`config.mk`:
```
export PLATFORM = sky130hd
export DESIGN_NAME = prog_loader
export DESIGN_NICKNAME = d
export VERILOG_FILES = /design/src/rtl/prog_loader.sv
export SDC_FILE = /design/constraint.sdc
export NUM_CORES = 1
export LEC_CHECK = 0
export BUFFER_PORTS_ARGS = -buffer_cell sky130_fd_sc_hd__buf_2
export CORE_MARGIN = 2
export CORE_UTILIZATION = 54
export CTS_BUF_LIST = sky130_fd_sc_hd__clkbuf_8
export DETAILED_ROUTE_END_ITERATION = 12
export PLACE_DENSITY = 0.78
export RECOVER_POWER = 25
export SLEW_MARGIN = 20
export SYNTH_ARGS = -nofsm -noshare
export SYNTH_HDL_FRONTEND = slang
export SYNTH_SLANG_ARGS = --single-unit
```
`constraint.sdc`:
```
create_clock -name clk -period 2.1 [get_ports clk]
set_input_delay 0.21 -clock clk [delete_from_list [all_inputs] [get_ports clk]]
set_output_delay 0.21 -clock clk [all_outputs]
set_load 0.03 [all_outputs]
```
`src/rtl/prog_loader.sv`:
```
// prog_loader: byte-stream loader that fills 9-bit instruction memory and holds the CPU in reset meanwhile.
// Optional build macro LOADER_CHECKSUM_EN adds a trailing XOR checksum byte verified before release.
`default_nettype none

module prog_loader #(
  parameter int ADDR_W = 10,
  parameter int DEPTH  = 1024
) (
  input  logic              clk,
  input  logic              reset,
  input  logic              start,
  input  logic [7:0]        in_data,
  input  logic              in_valid,
  output logic              in_ready,
  output logic              wr_en,
  output logic [ADDR_W-1:0] wr_addr,
  output logic [8:0]        wr_data,
  output logic              cpu_hold,
  output logic              load_done,
  output logic              err
);

  localparam int LEN_W = ADDR_W + 1;

  localparam logic [2:0] S_LEN_LO = 3'd0;
  localparam logic [2:0] S_LEN_HI = 3'd1;
  localparam logic [2:0] S_W_LO   = 3'd2;
  localparam logic [2:0] S_W_HI   = 3'd3;
`ifdef LOADER_CHECKSUM_EN
  localparam logic [2:0] S_CHK    = 3'd4;
  localparam logic [2:0] S_FINAL  = S_CHK;
`else
  localparam logic [2:0] S_FINAL  = 3'd5;
`endif
  localparam logic [2:0] S_DONE   = 3'd5;
  localparam logic [2:0] S_ERR    = 3'd6;

  logic [2:0]        state_q, state_d;
  logic [LEN_W-1:0]  len_q, len_d;
  logic [LEN_W-1:0]  idx_q, idx_d;
  logic [7:0]        lo_q, lo_d;
  logic              in_ready_q, in_ready_d;
  logic              wr_en_q, wr_en_d;
  logic [ADDR_W-1:0] wr_addr_q, wr_addr_d;
  logic [8:0]        wr_data_q, wr_data_d;
  logic              cpu_hold_q, cpu_hold_d;
  logic              load_done_q, load_done_d;
  logic              err_q, err_d;
`ifdef LOADER_CHECKSUM_EN
  logic [7:0]        xor_q, xor_d;
`endif

  logic              accept;
  logic [LEN_W-1:0]  new_len;

  assign accept  = in_valid & in_ready_q;
  assign new_len = LEN_W'({in_data[2:0], len_q[7:0]});

  always_comb begin
    state_d   = state_q;
    len_d     = len_q;
    idx_d     = idx_q;
    lo_d      = lo_q;
    wr_en_d   = 1'b0;
    wr_addr_d = wr_addr_q;
    wr_data_d = wr_data_q;
`ifdef LOADER_CHECKSUM_EN
    xor_d     = xor_q;
    if (accept && state_q != S_CHK) xor_d = xor_q ^ in_data;
`endif
    case (state_q)
      S_LEN_LO: if (accept) begin
        len_d   = {len_q[LEN_W-1:8], in_data};
        state_d = S_LEN_HI;
      end
      S_LEN_HI: if (accept) begin
        len_d = new_len;
        if (in_data[7:3] != 5'd0 || new_len > LEN_W'(DEPTH)) begin
          state_d = S_ERR;
        end else if (new_len == '0) begin
          state_d = S_FINAL;
        end else begin
          idx_d   = '0;
          state_d = S_W_LO;
        end
      end
      S_W_LO: if (accept) begin
        lo_d    = in_data;
        state_d = S_W_HI;
      end
      S_W_HI: if (accept) begin
        if (in_data[7:1] != 7'd0) begin
          state_d = S_ERR;
        end else begin
          wr_en_d   = 1'b1;
          wr_addr_d = idx_q[ADDR_W-1:0];
          wr_data_d = {in_data[0], lo_q};
          idx_d     = idx_q + LEN_W'(1);
          state_d   = (idx_q == len_q - LEN_W'(1)) ? S_FINAL : S_W_LO;
        end
      end
`ifdef LOADER_CHECKSUM_EN
      S_CHK: if (accept) begin
        state_d = (in_data == xor_q) ? S_DONE : S_ERR;
      end
`endif
      S_DONE, S_ERR: if (start) begin
        state_d = S_LEN_LO;
`ifdef LOADER_CHECKSUM_EN
        xor_d   = 8'd0;
`endif
      end
      default: state_d = S_LEN_LO;
    endcase
  end

  // Status outputs are registered from the next state so they move in the cycle after the deciding byte.
  always_comb begin
    in_ready_d  = (state_d != S_DONE) && (state_d != S_ERR);
    cpu_hold_d  = (state_d != S_DONE);
    load_done_d = (state_d == S_DONE);
    err_d       = (state_d == S_ERR);
  end

  always_ff @(posedge clk) begin
    if (reset) begin
      state_q     <= S_LEN_LO;
      len_q       <= '0;
      idx_q       <= '0;
      lo_q        <= 8'd0;
      in_ready_q  <= 1'b1;
      wr_en_q     <= 1'b0;
      wr_addr_q   <= '0;
      wr_data_q   <= 9'd0;
      cpu_hold_q  <= 1'b1;
      load_done_q <= 1'b0;
      err_q       <= 1'b0;
`ifdef LOADER_CHECKSUM_EN
      xor_q       <= 8'd0;
`endif
    end else begin
      state_q     <= state_d;
      len_q       <= len_d;
      idx_q       <= idx_d;
      lo_q        <= lo_d;
      in_ready_q  <= in_ready_d;
      wr_en_q     <= wr_en_d;
      wr_addr_q   <= wr_addr_d;
      wr_data_q   <= wr_data_d;
      cpu_hold_q  <= cpu_hold_d;
      load_done_q <= load_done_d;
      err_q       <= err_d;
`ifdef LOADER_CHECKSUM_EN
      xor_q       <= xor_d;
`endif
    end
  end

  assign in_ready  = in_ready_q;
  assign wr_en     = wr_en_q;
  assign wr_addr   = wr_addr_q;
  assign wr_data   = wr_data_q;
  assign cpu_hold  = cpu_hold_q;
  assign load_done = load_done_q;
  assign err       = err_q;

endmodule

`default_nettype wire

```
==> run_results.csv, run 1 <==
group,metric,value,unit
synthesis,synthTopCellsByArea,"dfxtp_1, nand2_1, a21oi_1",
routing,first_iter_violations,172,
routing,wire_per_inst,15.37,µm
floorplanning,coreArea,5010,µm²
power,power,0.002622,W
setup_path,critPathArrivalTime,2.50,ns
place,portBuffers,35,
floorplanning,pin_count,36,
synthesis,async_reset_ff_share,0,%
job,maxCapViolCount,0,
synthesis,synth_fp_nets,347,
floorplanning,start_util,55.04,%
timing,slew-limit-headroom,46.83,%
place,place.gp.congestion,0.9314,
timing,finalWorstSetupSlack,-0.1673,ns
synthesis,netlist_area,2758,µm²
routing,drc,0,
clock_tree,cts.path.max_buffers,2,
layout,fin_nets,410,
setup_path,crit_path_start_kind,"flip-flop",
timing,rsz0062_at_grt,"yes",
power,powerDensity,744.5,nW/µm²
synthesis,synth_edf_count,0,
timing,worst_pin_slew,0.7914,ns
global_route,grt_overflow,0,
routing,routed_wl,7.241,mm
synthesis,synth_top_area_share,41.38,%
clock_tree,cts-root-buf,"clkbuf_8",
setup_path,critPathLaunch,"len_q[1]",
synthesis,synth_cell_types,53,
clock_tree,clk_pin_slew_worst_paths,0.07,ns
global_route,grt_pass1_wl,11.58,mm
timing,post-route-period-util,108.0,%
clock_tree,insertion_delay,0.35,ns
timing,setup_viol,12,
hold_path,min-delay-start,"in_data[7]",
global_route,antenna_found_initial,0,
synthesis,ys_ff_latch,57,
timing,skew,0.01027,ns
clock_tree,cts_hold_buffers,0,
routing,drt-pass1-iter-count,5,
layout,antenna_cells,0,
clock_tree,cts_sinks,57,
power,leakagePower,1.403,nW
synthesis,synthFlopType,"dfxtp_1",
timing,finalMaxSlewViolations,0,
setup_path,end_kind,"flip-flop",
power,pwr-share-seq,43.5,%
outcome,status,"complete, but fails checks",
floorplanning,fp.dieH,75.46,µm
routing,drtAntennaViolNets,0,
timing,fmax,441.1,MHz
floorplanning,die_area,5694,µm²
global_route,first_global_vias,2434,
synthesis,syn_inst,333,
setup_path,rr_worst_depth,6,
timing,period_minus_slack,2.267,ns
global_route,track_usage,27.72,%
layout,syn_to_final_growth,27.72,%
clock_tree,numCtsBuffers,9,
outcome,violations,"negative setup slack",
synthesis,syn-mean-instance-area,8.281,µm²
timing,hold_ws,0.1393,ns
hold_path,min_to,"lo_q[7]",
power,p_switching,0.0007903,W
power,power_frac_comb,22.0,%
hold_path,hold_depth,3,
power,p_clk_share,34.5,%
power,ir_drop,0.4551,mV
setup_path,cp.required,2.34,ns
hold_path,min-delay-path-class,"in -> reg",
layout,final_layout_size_suffix_gt1_share,27.18,%
setup_path,path_class,"reg -> reg",
clock_tree,cts_max_level,3,
setup_path,regToRegEndpoint,"cpu_hold",
floorplanning,die_w,75.46,µm
timing,hold_viol,0,
setup_path,critical_path.max_fanout,5,
synthesis,synth_top_area_cell,"dfxtp_1",
clock_tree,cts_tree,"done",
setup_path,reg2reg_from,"len_q[1]",
layout,postLayoutCellArea,3522,µm²
synthesis,yosysWarnings,0,
synthesis,yosysSeqAreaShare,41.38,%
place,post_dp_cell_area,3196,µm²
routing,viasPerCell,5.577,
global_route,grt_max_degree,51,
power,switching_share,30.14,%
setup_path,r2r_slack,-0.17,ns
routing,via_count,2627,
place,place.detailed.hpwl,4.713,mm
power,power.internal,0.001832,W
floorplanning,placementRows,26,
timing,fin_setup_tns,-0.7587,ns
==> worst max path at each step <==
stage,endpoint
6_report,cpu_hold
5_1_grt,err
4_1_cts,cpu_hold
3_5_place_dp,cpu_hold
3_3_place_gp,cpu_hold
2_1_floorplan,cpu_hold
==> kinds of logic (layout without fill, tap and decap cells) <==
logic type	Yosys count	count (layout)	synth area share [%]
adder cells (fa/ha/maj)	2	2	0.9073
XOR/XNOR	17	17	5.898
buffers and inverters	26	93	4.038
AND/OR/NAND/NOR	139	139	24.82
AO/OA/AOI/OAI	80	81	18.60
flip-flops	57	57	41.38
multiplexers	12	12	4.356
==> metrics by stage <==
step	utilization (%)	setup WS (ns)	instances
after floorplan	-	-0.1623	333
after global placement	63.79	-0.1628	450
after detailed placement	63.79	-0.2092	450
after CTS	69.38	-0.1879	470
after global routing	70.30	-0.2342	471
final	70.30	-0.1673	471
==> power by group through the flow <==
| stage | Sequential, W | Combinational [W] | Clock [W] |
|---|---|---|---|
| CTS | 0.00114 | 0.000546 | 0.000917 |
| floorplan | 0.00118 | 0.000330 | 0 |
| global route | 0.00114 | 0.000619 | 0.000959 |
| global placement | 0.00116 | 0.000494 | 0 |
| detailed placement | 0.00116 | 0.000503 | 0 |
| finish | 0.00114 | 0.000578 | 0.000904 |
==> cell type report <==
| class | count | area, µm² |
|---|---|---|
| clock buffer | 10 | 137.6 |
| clock inverter | 6 | 35.03 |
| fill | 415 | 1488 |
| inverter | 3 | 11.26 |
| multi-input combinational | 251 | 1650 |
| sequential | 57 | 1145 |
| tap | 70 | 87.58 |
| timing repair buffer | 74 | 455.4 |
==> sequential cells by signal, indices dropped and copies added (netlist names) <==
name       flops
cpu_hold       1
err            1
idx_q         11
state_q        3
wr_en          1
lo_q           8
load_done      1
len_q         11
in_ready       1
wr_addr       10
wr_data        9
==> Yosys cell counts, drive strengths merged (6+ instances only) <==
| master | number |
|---|---|
| nand3 | 15 |
| clkbuf | 16 |
| a21oi | 39 |
| nor2 | 24 |
| xnor2 | 10 |
| o21ai | 11 |
| dfxtp | 57 |
| buf | 7 |
| mux2i | 12 |
| nand2 | 61 |
| xor2 | 6 |
| a311oi | 6 |
| nor3 | 7 |
==> timing repair <==
| action | 4_1_cts | 5_1_grt |
|---|---|---|
| gates cloned | 1 | 0 |
| pin swaps | 17 | 14 |
| setup buffers | 3 | 1 |
| resized for setup | 19 | 13 |
| endpoints found under the setup margin | 11 | 18 |
==> cells in the final DEF, fill, tap and decap left out, drive strengths merged, types with 3 or more instances in the layout <==
master	count
nor2b	3
nor2	24
a31oi	3
clkinv	4
xor2	6
nor4	4
and2	3
nand3	15
buf	58
mux2i	12
nand2	61
nor3	7
nand2b	3
or4	4
xnor2	10
a21oi	39
dfxtp	57
and3	4
a311oi	6
clkbuf	26
o211a	4
inv	4
or2	3
o21ai	11
==> critical path, stage by stage, from the launching register on <==
cell       delay, ns
dfxtp_2         0.34
or4_4           0.54
or4b_4          0.50
a21oi_2         0.16
a2bb2oi_2       0.22
nand2_2         0.13
a211o_1         0.27
==> layer usage <==
metal	global-route usage, %	routed length, µm	share of wire [%]
met5	0	0	0
met4	10.33	165	2.3
met3	8.466	359	5.0
met2	43.48	3404	47
met1	36.07	3312	46
Power figures use the tool's default switching activity.
==> run 2, diff against run 1 <==
--- a/config.mk
+++ b/config.mk
@@ -9,8 +9,9 @@
 export CORE_MARGIN = 2
 export CORE_UTILIZATION = 54
 export CTS_BUF_LIST = sky130_fd_sc_hd__clkbuf_8
+export CTS_CLUSTER_SIZE = 40
 export DETAILED_ROUTE_END_ITERATION = 12
-export PLACE_DENSITY = 0.78
+export PLACE_DENSITY_LB_ADDON = 0.3
 export RECOVER_POWER = 25
 export SLEW_MARGIN = 20
 export SYNTH_ARGS = -nofsm -noshare
==> run 2 against run 1 <==
The flow still finishes with violations (negative setup slack). First-iteration DRC count up 26%. Cell area rose by 0.67%. Maximum frequency fell by 1.9%. Cell count decreased by 0.64%. Sequential cell count unchanged. Clock skew shrank 0.0040 ns. Critical path type unchanged.
==> run_results.csv, run 2 (synthesized netlist as in run 1, its figures left out) <==
group,metric,value,unit
outcome,status,"complete, but fails checks",
outcome,violations,"negative setup slack",
place,place.detailed.hpwl,4.915,mm
floorplanning,die_w,75.46,µm
routing,via_count,2690,
timing,fmax,432.7,MHz
layout,fillers,413,
setup_path,crit_path_max_incr_delay,0.55,ns
global_route,track_usage,26.87,%
setup_path,crit_path_start_kind,"flip-flop",
clock_tree,numCtsBuffers,9,
clock_tree,cts_max_level,3,
setup_path,critical_path.max_fanout,3,
floorplanning,placementRows,26,
power,leakagePower,1.406,nW
setup_path,reg2reg_from,"len_q[4]",
setup_path,cp.required,2.33,ns
setup_path,critPathCapture,"cpu_hold",
layout,seq_area,1146,µm²
timing,fin_setup_tns,-1.345,ns
clock_tree,insertion_delay,0.34,ns
global_route,grt_pass1_wl,11.23,mm
layout,multi_input_area,1669,µm²
clock_tree,cts.path.max_buffers,2,
hold_path,min-delay-path-class,"in -> reg",
floorplanning,start_util,55.04,%
power,ir_drop,0.4564,mV
setup_path,critPathLaunch,"len_q[4]",
power,powerDensity,754.1,nW/µm²
layout,mostFrequentLayoutCells,"nand2_1, dfxtp_1, a21oi_1",
clock_tree,cts_tree,"done",
timing,finalWorstSetupSlack,-0.2110,ns
setup_path,cp_cell_sequence,"or4_4 -> nor4_4 -> a21oi_1 -> or2_4 -> a32o_1 -> a211o_1",
clock_tree,cts_sinks,57,
global_route,antenna_found_initial,0,
timing,post-route-period-util,110.0,%
place,post_dp_cell_area,3193,µm²
layout,postLayoutCellArea,3546,µm²
timing,hold_viol,0,
place,portBuffers,35,
layout,final_layout_size_suffix_gt1_share,27.14,%
global_route,grt_max_degree,51,
routing,viasPerCell,5.748,
timing,rsz0062_at_grt,"yes",
clock_tree,cts-root-buf,"clkbuf_8",
setup_path,end_kind,"flip-flop",
routing,drc,0,
routing,drt-pass1-iter-count,5,
layout,fin_nets,408,
timing,worst_pin_slew,0.9837,ns
setup_path,path_class,"reg -> reg",
timing,period_minus_slack,2.311,ns
place,place.gp.congestion,0.8811,
setup_path,r2r_slack,-0.21,ns
routing,first_iter_violations,217,
timing,slew-limit-headroom,33.91,%
setup_path,cp_slowest_cell,"or4_4",
layout,antenna_cells,0,
setup_path,rr_worst_depth,6,
timing,skew,0.006243,ns
routing,routed_wl,7.693,mm
clock_tree,clk_pin_slew_worst_paths,0.06,ns
floorplanning,coreArea,5010,µm²
routing,drtAntennaViolNets,0,
timing,finalMaxSlewViolations,0,
floorplanning,fp.dieH,75.46,µm
layout,syn_to_final_growth,28.58,%
setup_path,regToRegEndpoint,"cpu_hold",
global_route,first_global_vias,2346,
global_route,grt_overflow,0,
clock_tree,cts_hold_buffers,0,
floorplanning,die_area,5694,µm²
routing,wire_per_inst,16.44,µm
setup_path,critPathArrivalTime,2.54,ns
timing,setup_viol,17,
layout,final_common_cell,"nand2_1",
job,maxCapViolCount,0,
floorplanning,pin_count,36,
[run 2: worst max-delay path, delay by kind of cell (launching register included)]
kind | cells | cell delay [ns]
compound gates | 3 | 0.66
flops | 1 | 0.32
simple gates | 3 | 1.22
[run 2: layout make-up]
type | count | area share, %
clock buffers | 9 | 3.493
inverters | 3 | 0.3176
flip-flops and latches | 57 | 32.32
clock inverters | 6 | 1.517
well taps | 70 | 2.470
repair buffers | 72 | 12.81
multi-input cells | 251 | 47.07
[run 2: routing by layer]
| layer | global-route usage, % | part of all wire [%] | wire length (µm) | vias up |
|---|---|---|---|---|
| met4 | 17.54 | 3.8 | 290 | 0 |
| met5 | 0 | 0 | 0 | - |
| met1 | 33.47 | 41 | 3181 | 1254 |
| met2 | 42.71 | 50 | 3837 | 109 |
| li1 | - | - | - | 1300 |
| met3 | 4.762 | 5.0 | 384 | 27 |
[run 2: how the worst min path moves through the flow]
stage | start | to | slack [ns] | cells past startpoint
floorplan | in_data[0] | wr_data[8] | 0.35 | 2
global placement | wr_addr[7] | wr_addr[7] | 0.44 | 2
detailed placement | wr_addr[7] | wr_addr[7] | 0.44 | 2
CTS | in_data[7] | lo_q[7] | 0.13 | 3
global route | in_data[7] | lo_q[7] | 0.17 | 3
finish | in_data[7] | lo_q[7] | 0.14 | 3
[run 2: repair_timing]
action | 4_1_cts | 5_1_grt
endpoints found under the setup margin | 15 | 18
gates resized for setup | 12 | 23
buffers inserted | 3 | 1
pin swaps | 15 | 24
cloned | 1 | 0
[run 2: where the power goes]
group          leakage, nW  internal [W]  switching (W)
sequential           0.463       0.00112      0.0000304
clock               0.0989      0.000525       0.000425
combinational        0.845      0.000261       0.000313
[run 2: through the flow]
stage	std cells	utilization, %	hold slack, ns	power (W)	setup WS, ns
final	468	70.78	0.1408	0.002674	-0.2110
after CTS	467	68.83	0.1340	0.002631	-0.2390
after detailed placement	448	63.74	0.4430	0.001656	-0.2321
after floorplan	333	-	0.3460	0.001511	-0.1623
after global routing	468	70.78	0.1672	0.002780	-0.2634
after global placement	448	63.74	0.4398	0.001641	-0.1580
==> run 3, diff against run 2 <==
--- a/config.mk
+++ b/config.mk
@@ -6,6 +6,7 @@
 export NUM_CORES = 1
 export LEC_CHECK = 0
 export BUFFER_PORTS_ARGS = -buffer_cell sky130_fd_sc_hd__buf_2
+export CORE_ASPECT_RATIO = 0.8
 export CORE_MARGIN = 2
 export CORE_UTILIZATION = 54
 export CTS_BUF_LIST = sky130_fd_sc_hd__clkbuf_8
==> run 3 against run 2 <==
The flow still finishes with violations (negative setup slack). Clock power is 19% higher. First-iteration DRC count fell by 25%. Utilization rose by 0.50 points. Worst hold slack better by 0.0042 ns. Highest routed layer unchanged. Critical path type unchanged. Global-route usage grew 1.0 points. Sequential cell count unchanged. Clock skew grew 0.0026 ns. Critical endpoint unchanged. Worst setup slack better by 0.013 ns. Wire length is 1.6% lower.
==> run_results.csv, run 3 (synthesized netlist as in run 1, its figures left out) <==
group,metric,value,unit
clock_tree,cts_hold_buffers,0,
clock_tree,cts-root-buf,"clkbuf_8",
routing,first_iter_violations,162,
hold_path,min-delay-path-class,"in -> reg",
global_route,first_global_vias,2462,
routing,via_count,2660,
global_route,grt_pass1_wl,12.14,mm
setup_path,rr_worst_depth,6,
timing,post-route-period-util,109.4,%
timing,rsz0062_at_grt,"yes",
setup_path,cp_top_family,"simple AND/OR/NAND/NOR gates",
routing,drt-pass1-iter-count,5,
power,ir_drop,0.4939,mV
setup_path,r2r_slack,-0.20,ns
job,maxCapViolCount,0,
setup_path,critPathArrivalTime,2.53,ns
global_route,grt_overflow,0,
global_route,grt_max_degree,51,
power,leakagePower,1.419,nW
outcome,violations,"negative setup slack",
routing,viasPerCell,5.783,
routing,drc,0,
layout,fin_nets,409,
timing,fmax,435.1,MHz
floorplanning,pin_count,36,
setup_path,end_kind,"flip-flop",
timing,period_minus_slack,2.298,ns
clock_tree,cts_tree,"done",
setup_path,cp_cell_sequence,"or4_4 -> or4b_4 -> a21oi_2 -> a2bb2oi_2 -> nand2_2 -> a211o_1",
clock_tree,numCtsBuffers,9,
layout,final_layout_size_suffix_gt1_share,27.39,%
timing,slew-limit-headroom,57.45,%
setup_path,path_class,"reg -> reg",
timing,hold_viol,0,
floorplanning,die_w,83.90,µm
layout,antenna_cells,0,
setup_path,critical_path_depth,6,
clock_tree,clk_pin_slew_worst_paths,0.06,ns
outcome,status,"complete, but fails checks",
floorplanning,coreArea,4979,µm²
setup_path,cp.required,2.34,ns
timing,worst_pin_slew,0.6358,ns
floorplanning,die_area,5698,µm²
routing,wire_per_inst,16.45,µm
setup_path,reg2reg_from,"len_q[1]",
clock_tree,cts_max_level,3,
setup_path,critical_path.max_fanout,5,
setup_path,crit_path_start_kind,"flip-flop",
power,powerDensity,802.1,nW/µm²
global_route,track_usage,27.88,%
clock_tree,cts_sinks,57,
routing,routed_wl,7.568,mm
layout,mostFrequentLayoutCells,"nand2_1, dfxtp_1, buf_4",
floorplanning,fp.dieH,67.92,µm
layout,final_common_cell,"nand2_1",
timing,finalWorstSetupSlack,-0.1983,ns
place,place.detailed.hpwl,5.005,mm
timing,finalMaxSlewViolations,0,
layout,fillers,401,
floorplanning,placementRows,23,
setup_path,crit_buf_inv,0,
global_route,antenna_found_initial,0,
routing,drtAntennaViolNets,0,
setup_path,cp_slowest_cell,"or4_4",
setup_path,crit_path_max_incr_delay,0.55,ns
timing,skew,0.008819,ns
floorplanning,start_util,55.39,%
timing,setup_viol,14,
clock_tree,insertion_delay,0.34,ns
timing,hold_ws,0.1450,ns
place,portBuffers,35,
setup_path,regToRegEndpoint,"cpu_hold",
layout,syn_to_final_growth,28.68,%
clock_tree,cts.path.max_buffers,2,
setup_path,critPathLaunch,"len_q[1]",
setup_path,critPathCapture,"cpu_hold",
place,place_ws,-0.2515,ns
place,place.gp.congestion,0.8775,
[run 3: changes by cell type in the layout (fill, tap and decap cells not counted), moves of 2 or more]
| cell | change |
|---|---|
| buf_6 | -2 |
| nor3_1 | -2 |
| inv_2 | -2 |
| clkbuf_8 | +2 |
| buf_4 | +4 |
| nor3_2 | +2 |
[run 3: tightest hold or removal path: cells and delay by family]
| family | cells | cell delay (ns) |
|---|---|---|
| buffers and inverters | 1 | 0.10 |
| muxes | 1 | 0.06 |
| and+or+nand+nor | 1 | 0.08 |
[run 3: per-stage QoR]
step / power [W] / cells / area (µm²) / utilization (%) / TNS [ns]
2_1_floorplan: 0.001511 / 333 / 2773 / - / -0.4549
3_3_place_gp: 0.001628 / 440 / 3171 / 63.68 / -1.286
3_5_place_dp: 0.001643 / 440 / 3171 / 63.68 / -2.566
4_1_cts: 0.002837 / 461 / 3527 / 70.85 / -0.8095
5_1_grt: 0.002956 / 460 / 3548 / 71.27 / -2.670
6_report: 0.002846 / 460 / 3548 / 71.27 / -1.040
[run 3: layout make-up]
type	count	area (µm²)	area share (%)
multi-input combinational	251	1655	46.65
sequential	57	1146	32.30
timing repair buffer	73	441.7	12.45
clock buffer	11	151.4	4.267
tap	62	77.57	2.186
clock inverter	3	65.06	1.834
inverter	3	11.26	0.3173
[run 3: worst min-delay path by stage]
| stage | startpoint | end | slack [ns] | depth (start not counted) |
|---|---|---|---|---|
| after global routing | in_data[7] | lo_q[7] | 0.13 | 3 |
| final | in_data[7] | lo_q[7] | 0.14 | 3 |
| after global placement | wr_data[1] | wr_data[1] | 0.44 | 2 |
| after detailed placement | wr_data[1] | wr_data[1] | 0.44 | 2 |
| after floorplan | in_data[0] | wr_data[8] | 0.35 | 2 |
| after CTS | in_data[7] | lo_q[7] | 0.13 | 3 |
[run 3: metal layers]
metal / wire length, µm / track usage [%] / share of wire [%] / up-vias
li1: - / - / - / 1307
met1: 3383 / 35.07 / 45 / 1265
met2: 3584 / 45.50 / 47 / 76
met3: 423 / 7.238 / 5.6 / 12
met4: 178 / 13.51 / 2.4 / 0
met5: 0 / 0 / 0 / -
[run 3: report_power, final]
group	internal, W	switching, W	leakage, nW
combinational	0.000256	0.000310	0.845
clock	0.000717	0.000418	0.111
sequential	0.00112	0.0000269	0.463
total	0.00209	0.000754	1.42
[run 3: repair_timing]
action / 4_1_cts / 5_1_grt
buffers inserted: 6 / 0
pin swaps: 11 / 8
endpoints found under the setup margin: 15 / 28
gates cloned: 1 / 0
gates resized for setup: 19 / 12
